**src/rtl/mpc_pkg.sv**
```systemverilog
// Shared constants and FSM encoding for the block-address prefetcher.
package mpc_pkg;

    localparam int MPC_AWIDTH = 10;
    localparam int MPC_DEPTH  = 4;

    typedef enum logic [1:0] {
        ST_IDLE  = 2'd0,
        ST_REQ   = 2'd1,
        ST_FLUSH = 2'd2
    } mpc_state_e;

endpackage

```
**src/rtl/addr_fifo.sv**
```systemverilog
// Show-ahead FIFO of block addresses: head is valid combinationally whenever not empty.
module addr_fifo import mpc_pkg::*; #(
    parameter int AWIDTH = MPC_AWIDTH,
    parameter int DEPTH  = MPC_DEPTH
) (
    input  logic                     clk,
    input  logic                     rst,
    input  logic                     push,
    input  logic [AWIDTH-1:0]        push_data,
    input  logic                     pop,
    output logic [AWIDTH-1:0]        head,
    output logic [$clog2(DEPTH):0]   level,
    output logic                     full,
    output logic                     empty,
    output logic                     ovf
);

    localparam int PW = $clog2(DEPTH);
    localparam int LW = PW + 1;

    logic [AWIDTH-1:0] mem_q [DEPTH];
    logic [PW-1:0]     wr_ptr_q, wr_ptr_d;
    logic [PW-1:0]     rd_ptr_q, rd_ptr_d;
    logic [LW-1:0]     level_q, level_d;
    logic              ovf_q, ovf_d;
    logic              do_push, do_pop;

    assign full    = (level_q == LW'(DEPTH));
    assign empty   = (level_q == '0);
    assign do_push = push && !full;
    assign do_pop  = pop && !empty;

    // Pointers wrap naturally; the occupancy counter disambiguates full from empty.
    always_comb begin
        wr_ptr_d = wr_ptr_q;
        rd_ptr_d = rd_ptr_q;
        level_d  = level_q;
        ovf_d    = ovf_q | (push && full);
        if (do_push) begin
            wr_ptr_d = wr_ptr_q + PW'(1);
        end
        if (do_pop) begin
            rd_ptr_d = rd_ptr_q + PW'(1);
        end
        case ({do_push, do_pop})
            2'b10:   level_d = level_q + LW'(1);
            2'b01:   level_d = level_q - LW'(1);
            default: level_d = level_q;
        endcase
    end

    always_ff @(posedge clk or posedge rst) begin
        if (rst) begin
            wr_ptr_q <= '0;
            rd_ptr_q <= '0;
            level_q  <= '0;
            ovf_q    <= 1'b0;
        end else begin
            wr_ptr_q <= wr_ptr_d;
            rd_ptr_q <= rd_ptr_d;
            level_q  <= level_d;
            ovf_q    <= ovf_d;
        end
    end

    // Storage needs no reset: its contents are only observed through level-qualified paths.
    always_ff @(posedge clk) begin
        if (do_push) begin
            mem_q[wr_ptr_q] <= push_data;
        end
    end

    assign head  = mem_q[rd_ptr_q];
    assign level = level_q;
    assign ovf   = ovf_q;

endmodule

```
**src/rtl/blk_addr_prefetch.sv**
```systemverilog
// Prefetches occupied block addresses from mem_manager into a show-ahead FIFO and
// returns unused ones through the release port on flush.
//
// state    | meaning
// ---------+---------------------------------------------------------------
// ST_IDLE  | no request outstanding; FIFO full or flush just finished
// ST_REQ   | ocp_req held high, waiting for ocp_rsp (flush may be pending)
// ST_FLUSH | draining FIFO to release port, alloc side blocked
module blk_addr_prefetch import mpc_pkg::*; #(
    parameter int AWIDTH = MPC_AWIDTH,
    parameter int DEPTH  = MPC_DEPTH
) (
    input  logic                     clk,
    input  logic                     rst,
    output logic                     ocp_req,
    input  logic                     ocp_rsp,
    input  logic [AWIDTH-1:0]        ocp_block_addr,
    input  logic                     ocp_vld,
    output logic                     alloc_vld,
    output logic [AWIDTH-1:0]        alloc_addr,
    input  logic                     alloc_rdy,
    input  logic                     flush,
    output logic                     flush_done,
    output logic [AWIDTH-1:0]        rls_block_addr,
    output logic                     rls_vld,
    output logic [$clog2(DEPTH):0]   level,
    output logic                     ovf_err
);

    localparam int LW = $clog2(DEPTH) + 1;

    mpc_state_e        state_q, state_d;
    logic              ocp_req_q, ocp_req_d;
    logic              flush_pend_q, flush_pend_d;
    logic              rls_vld_q, rls_vld_d;
    logic [AWIDTH-1:0] rls_addr_q, rls_addr_d;

    logic [AWIDTH-1:0] fifo_head;
    logic [LW-1:0]     fifo_level;
    logic              fifo_full, fifo_empty, fifo_ovf;

    logic              fifo_push, fifo_pop;
    logic              alloc_pop, flush_pop;
    logic              flush_any, drain_done;
    logic [LW-1:0]     level_nxt;

    addr_fifo #(
        .AWIDTH (AWIDTH),
        .DEPTH  (DEPTH)
    ) u_fifo (
        .clk       (clk),
        .rst       (rst),
        .push      (fifo_push),
        .push_data (ocp_block_addr),
        .pop       (fifo_pop),
        .head      (fifo_head),
        .level     (fifo_level),
        .full      (fifo_full),
        .empty     (fifo_empty),
        .ovf       (fifo_ovf)
    );

    assign alloc_vld  = (state_q != ST_FLUSH) && !fifo_empty;
    assign alloc_pop  = alloc_vld && alloc_rdy;
    assign flush_pop  = (state_q == ST_FLUSH) && !fifo_empty;
    assign fifo_pop   = alloc_pop || flush_pop;
    assign fifo_push  = (state_q == ST_REQ) && ocp_rsp && ocp_vld;
    assign flush_any  = flush || flush_pend_q;
    // Done only once the last popped address has left the release register.
    assign drain_done = (state_q == ST_FLUSH) && fifo_empty && !rls_vld_q;

    always_comb begin
        level_nxt = fifo_level;
        if (fifo_push && !fifo_full) begin
            level_nxt = level_nxt + LW'(1);
        end
        if (fifo_pop && !fifo_empty) begin
            level_nxt = level_nxt - LW'(1);
        end
    end

    always_comb begin
        state_d      = state_q;
        flush_pend_d = flush_pend_q;
        case (state_q)
            ST_IDLE: begin
                if (flush) begin
                    state_d = ST_FLUSH;
                end else if (!fifo_full) begin
                    state_d = ST_REQ;
                end
            end
            ST_REQ: begin
                if (flush) begin
                    flush_pend_d = 1'b1;
                end
                // The request is never withdrawn: leave only on a response.
                if (ocp_rsp) begin
                    if (flush_any) begin
                        state_d = ST_FLUSH;
                    end else if (level_nxt >= LW'(DEPTH)) begin
                        state_d = ST_IDLE;
                    end
                end
            end
            ST_FLUSH: begin
                if (drain_done) begin
                    state_d = ST_IDLE;
                end
            end
            default: state_d = ST_IDLE;
        endcase
        if (state_d == ST_FLUSH) begin
            flush_pend_d = 1'b0;
        end
    end

    assign ocp_req_d  = (state_d == ST_REQ);
    assign rls_vld_d  = flush_pop;
    assign rls_addr_d = flush_pop ? fifo_head : '0;

    always_ff @(posedge clk or posedge rst) begin
        if (rst) begin
            state_q      <= ST_IDLE;
            ocp_req_q    <= 1'b0;
            flush_pend_q <= 1'b0;
            rls_vld_q    <= 1'b0;
            rls_addr_q   <= '0;
        end else begin
            state_q      <= state_d;
            ocp_req_q    <= ocp_req_d;
            flush_pend_q <= flush_pend_d;
            rls_vld_q    <= rls_vld_d;
            rls_addr_q   <= rls_addr_d;
        end
    end

    assign ocp_req        = ocp_req_q;
    assign alloc_addr     = alloc_vld ? fifo_head : '0;
    assign flush_done     = drain_done;
    assign rls_block_addr = rls_addr_q;
    assign rls_vld        = rls_vld_q;
    assign level          = fifo_level;
    assign ovf_err        = fifo_ovf;

endmodule

```
**config.mk**
```make
export PLATFORM = sky130hd
export DESIGN_NAME = blk_addr_prefetch
export DESIGN_NICKNAME = d
export VERILOG_FILES = /design/src/rtl/mpc_pkg.sv /design/src/rtl/addr_fifo.sv /design/src/rtl/blk_addr_prefetch.sv
export SDC_FILE = /design/constraint.sdc
export NUM_CORES = 1
export LEC_CHECK = 0
export CORE_MARGIN = 4
export CORE_UTILIZATION = 50
export CTS_BUF_LIST = sky130_fd_sc_hd__clkbuf_4 sky130_fd_sc_hd__clkbuf_8
export DETAILED_ROUTE_END_ITERATION = 8
export HOLD_SLACK_MARGIN = 0.08
export PLACE_DENSITY = 0.78
export SLEW_MARGIN = 20
export SYNTH_ARGS = -nofsm -noshare
export SYNTH_HDL_FRONTEND = slang
export SYNTH_SLANG_ARGS = --single-unit
```
**constraint.sdc**
```tcl
create_clock -name clk -period 1.8 [get_ports clk]
set_clock_uncertainty 0.15 [all_clocks]
set_input_delay 0.45 -clock clk [delete_from_list [all_inputs] [get_ports clk]]
set_output_delay 0.45 -clock clk [all_outputs]
set_load 0.01 [all_outputs]
```
Yosys cells after proc, flatten, opt, wreduce, memory -nomap -nowiden
Memories as Yosys holds them, arrays and structs flattened.
Cells that the tools add are included.
Storage, ports and cells
  register bits: 23
  RAM bits: 40
  input port bits: 16
  output and inout port bits: 28
  word-level logic and storage cells: 63
  memories: 1
Memories
  u_fifo.mem_q: depth 4, width 10, read ports 1, clocked after Yosys merged registers in 0, write ports 1, RTL line addr_fifo.sv:21  | logic [AWIDTH-1:0] mem_q [DEPTH];
Operators by class
  add/subtract/negate cells: 5
  $lt $le $gt $ge: 1
  eq/ne operators: 8
  mux-type cells: 17
  bitwise gates (word level): 1
  reductions and logical operators: 21
Operators by type and width (number)
  10-bit 2-to-1 mux: 2
  2-bit 2-to-1 mux: 6
  1-bit logical AND: 10
  2-bit by 1-bit equality test with 1-bit output, second input constant: 3
  2-bit equality test, second input constant: 3
  3-bit 2-to-1 mux: 2
  2-bit case mux with 3 select lines: 1
  3-bit case mux with 2 select lines: 1
  2-bit nonzero test: 3
  3-bit by 1-bit subtractor with 3-bit output, second input constant: 2
  1-bit 2-to-1 mux: 5
  2-bit by 1-bit adder with 2-bit output, second input constant: 2
  3-bit by 1-bit adder with 3-bit output, second input constant: 1
  3-bit equality test, second input constant: 1
  3-bit greater-or-equal comparator, second input constant: 1
  1-bit zero test: 3
  3-bit zero test: 1
  2-bit zero test: 1
  1-bit logical OR: 2
  2-bit != test, second input constant: 1
  2-bit AND reduction: 1
  1-bit OR: 1

Logic depth before layout (Yosys ltp)
  depth in word-level cells: 15
  gate-level depth with buffers: 9
  gate-level depth less buffers: 9

Modules after synthesis
A second synthesis with hierarchy kept.
Second synthesis, totals
  cells, all modules: 164
  area, all modules: 2651.3 sq um
By module, submodules not included
  addr_fifo: instances 1, cells an instance 92, area each 1916.8 sq um, sequential area each 1401.3 sq um
  blk_addr_prefetch: instances 1, cells an instance 72, area each 734.5 sq um, sequential area each 375.4 sq um

Worst setup path before layout
OpenSTA, ideal clock, no wires.
  kind: reg-to-reg
  start point: reg u_fifo.level_q[0], in the netlist u_fifo.level[0]
  end point: reg u_fifo.level_q[2], in the netlist u_fifo.level[2]
  library setup time: 79 ps
  arrival: 1857 ps
  data required time: 1571 ps
  path slack: -286 ps
  cell stages (with the launch flop): 9
  buffers on the path: 0
  period minus slack after synthesis: 2086 ps
  cells stage by stage: dfrtp_1 -> inv_1 -> ha_1 -> and2_2 -> nor2_4 -> inv_1 -> ha_1 -> nor2_1 -> xor2_1
On the way
  longest elaborated chain between the ends: 8
  elaborated cells on any way between the ends: 16
  classes of those cells: add/sub: 2; eq/ne: 3; mux: 1; reduce/logical: 10
Ends and longest elaborated chain
  start: declaration: RTL line addr_fifo.sv:24  | logic [LW-1:0] level_q, level_d;
  start signal: assignment: RTL line addr_fifo.sv:61  | level_q <= level_d;
  3-bit zero test: RTL line addr_fifo.sv:29  | assign empty = (level_q == '0);
  1-bit zero test: RTL line addr_fifo.sv:31, blk_addr_prefetch.sv:63, blk_addr_prefetch.sv:65
  1-bit logical AND: RTL line blk_addr_prefetch.sv:63  | assign alloc_vld = (state_q != ST_FLUSH) && !fifo_empty;
  1-bit logical AND: RTL line blk_addr_prefetch.sv:64  | assign alloc_pop = alloc_vld && alloc_rdy;
  1-bit logical OR: RTL line blk_addr_prefetch.sv:66  | assign fifo_pop = alloc_pop || flush_pop;
  1-bit logical AND: RTL line addr_fifo.sv:31  | assign do_pop = pop && !empty;
  2-bit by 1-bit equality test with 1-bit output / 2-bit equality test (equally long branches): RTL line addr_fifo.sv:45  | case ({do_push, do_pop})
  3-bit case mux with 2 select lines / 2-bit nonzero test (equally long branches)
Several ways; a longest one is shown, not always the timed one.
A chain may end at the register's enable or synchronous reset.

Final worst setup path
  start point: reg u_fifo.rd_ptr_q[0]
  end point: out alloc_addr[4]
On the way
  longest elaborated chain between the ends: 2
Ends and longest elaborated chain
  start: declaration: RTL line addr_fifo.sv:23  | logic [PW-1:0] rd_ptr_q, rd_ptr_d;
  start signal: assignment: RTL line addr_fifo.sv:60  | rd_ptr_q <= rd_ptr_d;
  memory read 4 x 10 bit
  10-bit 2-to-1 mux: RTL line blk_addr_prefetch.sv:139  | assign alloc_addr = alloc_vld ? fifo_head : '0;
  end: declaration: RTL line blk_addr_prefetch.sv:20  | output logic [AWIDTH-1:0] alloc_addr,
No other way between the ends.

==> run metrics <==
outcome=complete, but fails checks; failing checks=setup timing; Worst EP required=1200 ps; WS Path Type=reg -> out; Pleak=0.00170 uW; die span in y=81.7 um; largest net degree at the start of global routing=24; RSZ-0062 raised after global routing=true; Pre-Repair DR Iteration Count=4; H-tree depth=3; ys flop type=edfxtp_1; ys async rst share=36.5%; critical path arrival=1690 ps; drc violations=0; Syn-to-layout area delta=42.4%; Setup crit start kind=register; Synth Warn #=0; CP startpoint=u_fifo.rd_ptr_q[0]$_DFFE_PP0N_; fmax=0.437 GHz; final hold vios=0; relative slew slack=roughly three quarters; clk root buf=clkbuf_8; Slew Limit Fails=0; Slew @ Worst Pin=379 ps; Post-Syn Area=2720 um2; Metal-1 WL=2450 um; Initial DRC Count=81; FF+latch area=1780 um2; top layer used by detailed routing=met4; WL per Instance=18.4 um; cts bufs inserted=9; Non-Filler Instances=334; Met3 Wirelength=approximately 350 um; Cells after DPL=300; clk sinks=63; worst r2r src=u_fifo.level[0]$_DFFE_PP0P_; post-synthesis sequential area ratio=65.4%; multi-input combinational cell area=~1000 um2; setup ws final=-488 ps; critical-path maximum fanout=7; Final nets=around 280; IO Port Bufs=43; post-route ant nets=0; syn_nets=194; Final Wtd Congestion=0.831; worst hold-check path type=in -> async; # fillers=293; FP Rows=26; initial antenna violation count=0; Max Buffers Root-to-Sink=2; gr usage total=approximately 20%; Seq cells post-synth=63; final period utilization=127%; GR Overflow Total=0; Via-to-Cell Ratio=5.30; via count=1,771; Power Density=approximately 1600 nW/um2; Initial Util=52.5%; met2 WL=3200 um; Max-cap violations=0; clk slew on worst S/H paths=roughly 60 ps; CORE AREA=between 5000 and 6000 um2; min Tclk post-route=2290 ps; Cells after Synth=170; number of global-route vias before repair=1,878; share of post-route cells with drive strength above 1=46.2%; Detail Placement HPWL=3870 um; hold_buf cts=0; Netlist cell types=41; CP endpoint kind=output pin; first-pass GRT wire length=around 9500 um; final setup violation count=58; I/O pin count=44; Clk Latency, worst-skew pair=330 ps; post-synthesis average cell area=roughly 16 um2; CTS tree=yes; Worst IR Drop VDD=0.000810 V; EDFF count, synth=40; final WL=slightly above 6000 um; Die X=81.7 um; WHS=327 ps; Die Area=6680 um2; antenna cells=0
worst paths after layout:
path / end / slack [ps] / depth (start not counted)
setup / recovery: alloc_addr[4] / -490 / 4
hold / removal: rls_block_addr[2]$_DFF_PP0_ / 330 / 3
setup reg to reg: u_fifo.mem_q[1][0]$_DFFE_PP_ / -180 / 9
hold reg to reg: u_fifo.ovf$_DFF_PP0_ / 350 / 1
max in group asynchronous: u_fifo.level[0]$_DFFE_PP0P_ / 910 / 3
min in group clk: u_fifo.ovf$_DFF_PP0_ / 350 / 1
per-stage QoR:
stage / worst slack (ps) / setup TNS (ps) / util, % / instance area [um2] / total power [uW]
floorplan: -80.3 / -744 / - / 2810 / 3690
global placement: -532 / -21080 / 67.5 / 3490 / 4800
detailed placement: -568 / -23310 / 67.5 / 3490 / 4910
CTS: -559 / -5940 / 73.1 / 3780 / 6180
global route: -580 / -17020 / 74.8 / 3870 / 6760
finish: -488 / -12200 / 74.8 / 3870 / 6370
cell families (layout without fill, tap and decap cells):
logic type	count (synthesis)	after routing	synth area share, %
AND/OR/NAND/NOR	48	53	11.7
XOR/XNOR	6	6	1.93
adder cells (fa/ha/maj)	8	8	3.68
flip-flops	63	63	65.4
multiplexers	11	11	8.66
buffers and inverters	16	105	2.81
AO/OA/AOI/OAI	18	18	5.85
synth_stat cells, drive strengths merged, types with 2 or more instances:
cell | n | area [um2]
xnor2 | 5 | 43.8
ha | 8 | 100
edfxtp | 40 | 1200
a41o | 2 | 20.0
inv | 8 | 30.0
clkbuf | 4 | 15.0
and3 | 20 | 125
a21oi | 3 | 15.0
mux4 | 10 | 225
dfrtp | 23 | 576
a31o | 2 | 17.5
nor4b | 2 | 17.5
buf | 4 | 31.3
o21ai | 5 | 36.3
nand2b | 2 | 20.0
and2b | 2 | 18.8
and2 | 5 | 32.5
nand2 | 6 | 22.5
nor2 | 6 | 30.0
state kept, by name (all words and copies together), names as in the netlist:
name	count
u_fifo.rd_ptr_q	2
u_fifo.level	3
u_fifo.mem_q	40
u_fifo.ovf	1
rls_vld	1
flush_pend_q	1
rls_block_addr	10
u_fifo.wr_ptr_q	2
ocp_req	1
state_q	2
area by class of cell:
type	instances	area share, %
flip-flops and latches	63	45.9
multi-input cells	96	27.1
repair buffers	81	19.4
clock buffers	12	3.94
well taps	70	2.26
inverters	8	0.776
clock inverters	4	0.582
worst max-delay path, cell delays in order (launching register included):
cell and delay, ps:
dfrtp_1 370, buf_6 150, mux4_2 540, and3_4 180
buf_6 110
timing repair:
item / 4_1_cts / 5_1_grt
cloned: 5 / 0
gates resized for setup: 84 / 20
setup endpoints to repair: 68 / 66
buffers inserted: 12 / 4
pin swaps: 16 / 12
placed cells by master (no fill, tap or decap), drive strengths merged, types with 2 or more instances in the layout:
| master | count |
|---|---|
| a21oi | 3 |
| a31o | 2 |
| a41o | 2 |
| and2 | 9 |
| and2b | 2 |
| and3 | 20 |
| buf | 51 |
| clkbuf | 12 |
| clkdlybuf4s50 | 14 |
| clkinv | 3 |
| dfrtp | 23 |
| dlygate4sd2 | 10 |
| dlymetal6s2s | 5 |
| edfxtp | 40 |
| ha | 8 |
| inv | 8 |
| mux4 | 10 |
| nand2 | 6 |
| nand2b | 3 |
| nor2 | 6 |
| nor4b | 2 |
| o21ai | 5 |
| xnor2 | 5 |
layer usage:
layer	global-route usage [%]	up-vias
li1	-	825
met1	24.3	878
met2	33.4	56
met3	4.06	12
met4	11.1	0
met5	0	-
power breakdown:
part	switching (uW)	total (uW)	leakage, uW	internal [uW]
Sequential	102	1880	0.000649	1780
Combinational	1530	3430	0.000961	1900
Clock	509	1070	0.0000930	560
No activity file was read; power rests on OpenSTA's default activity.
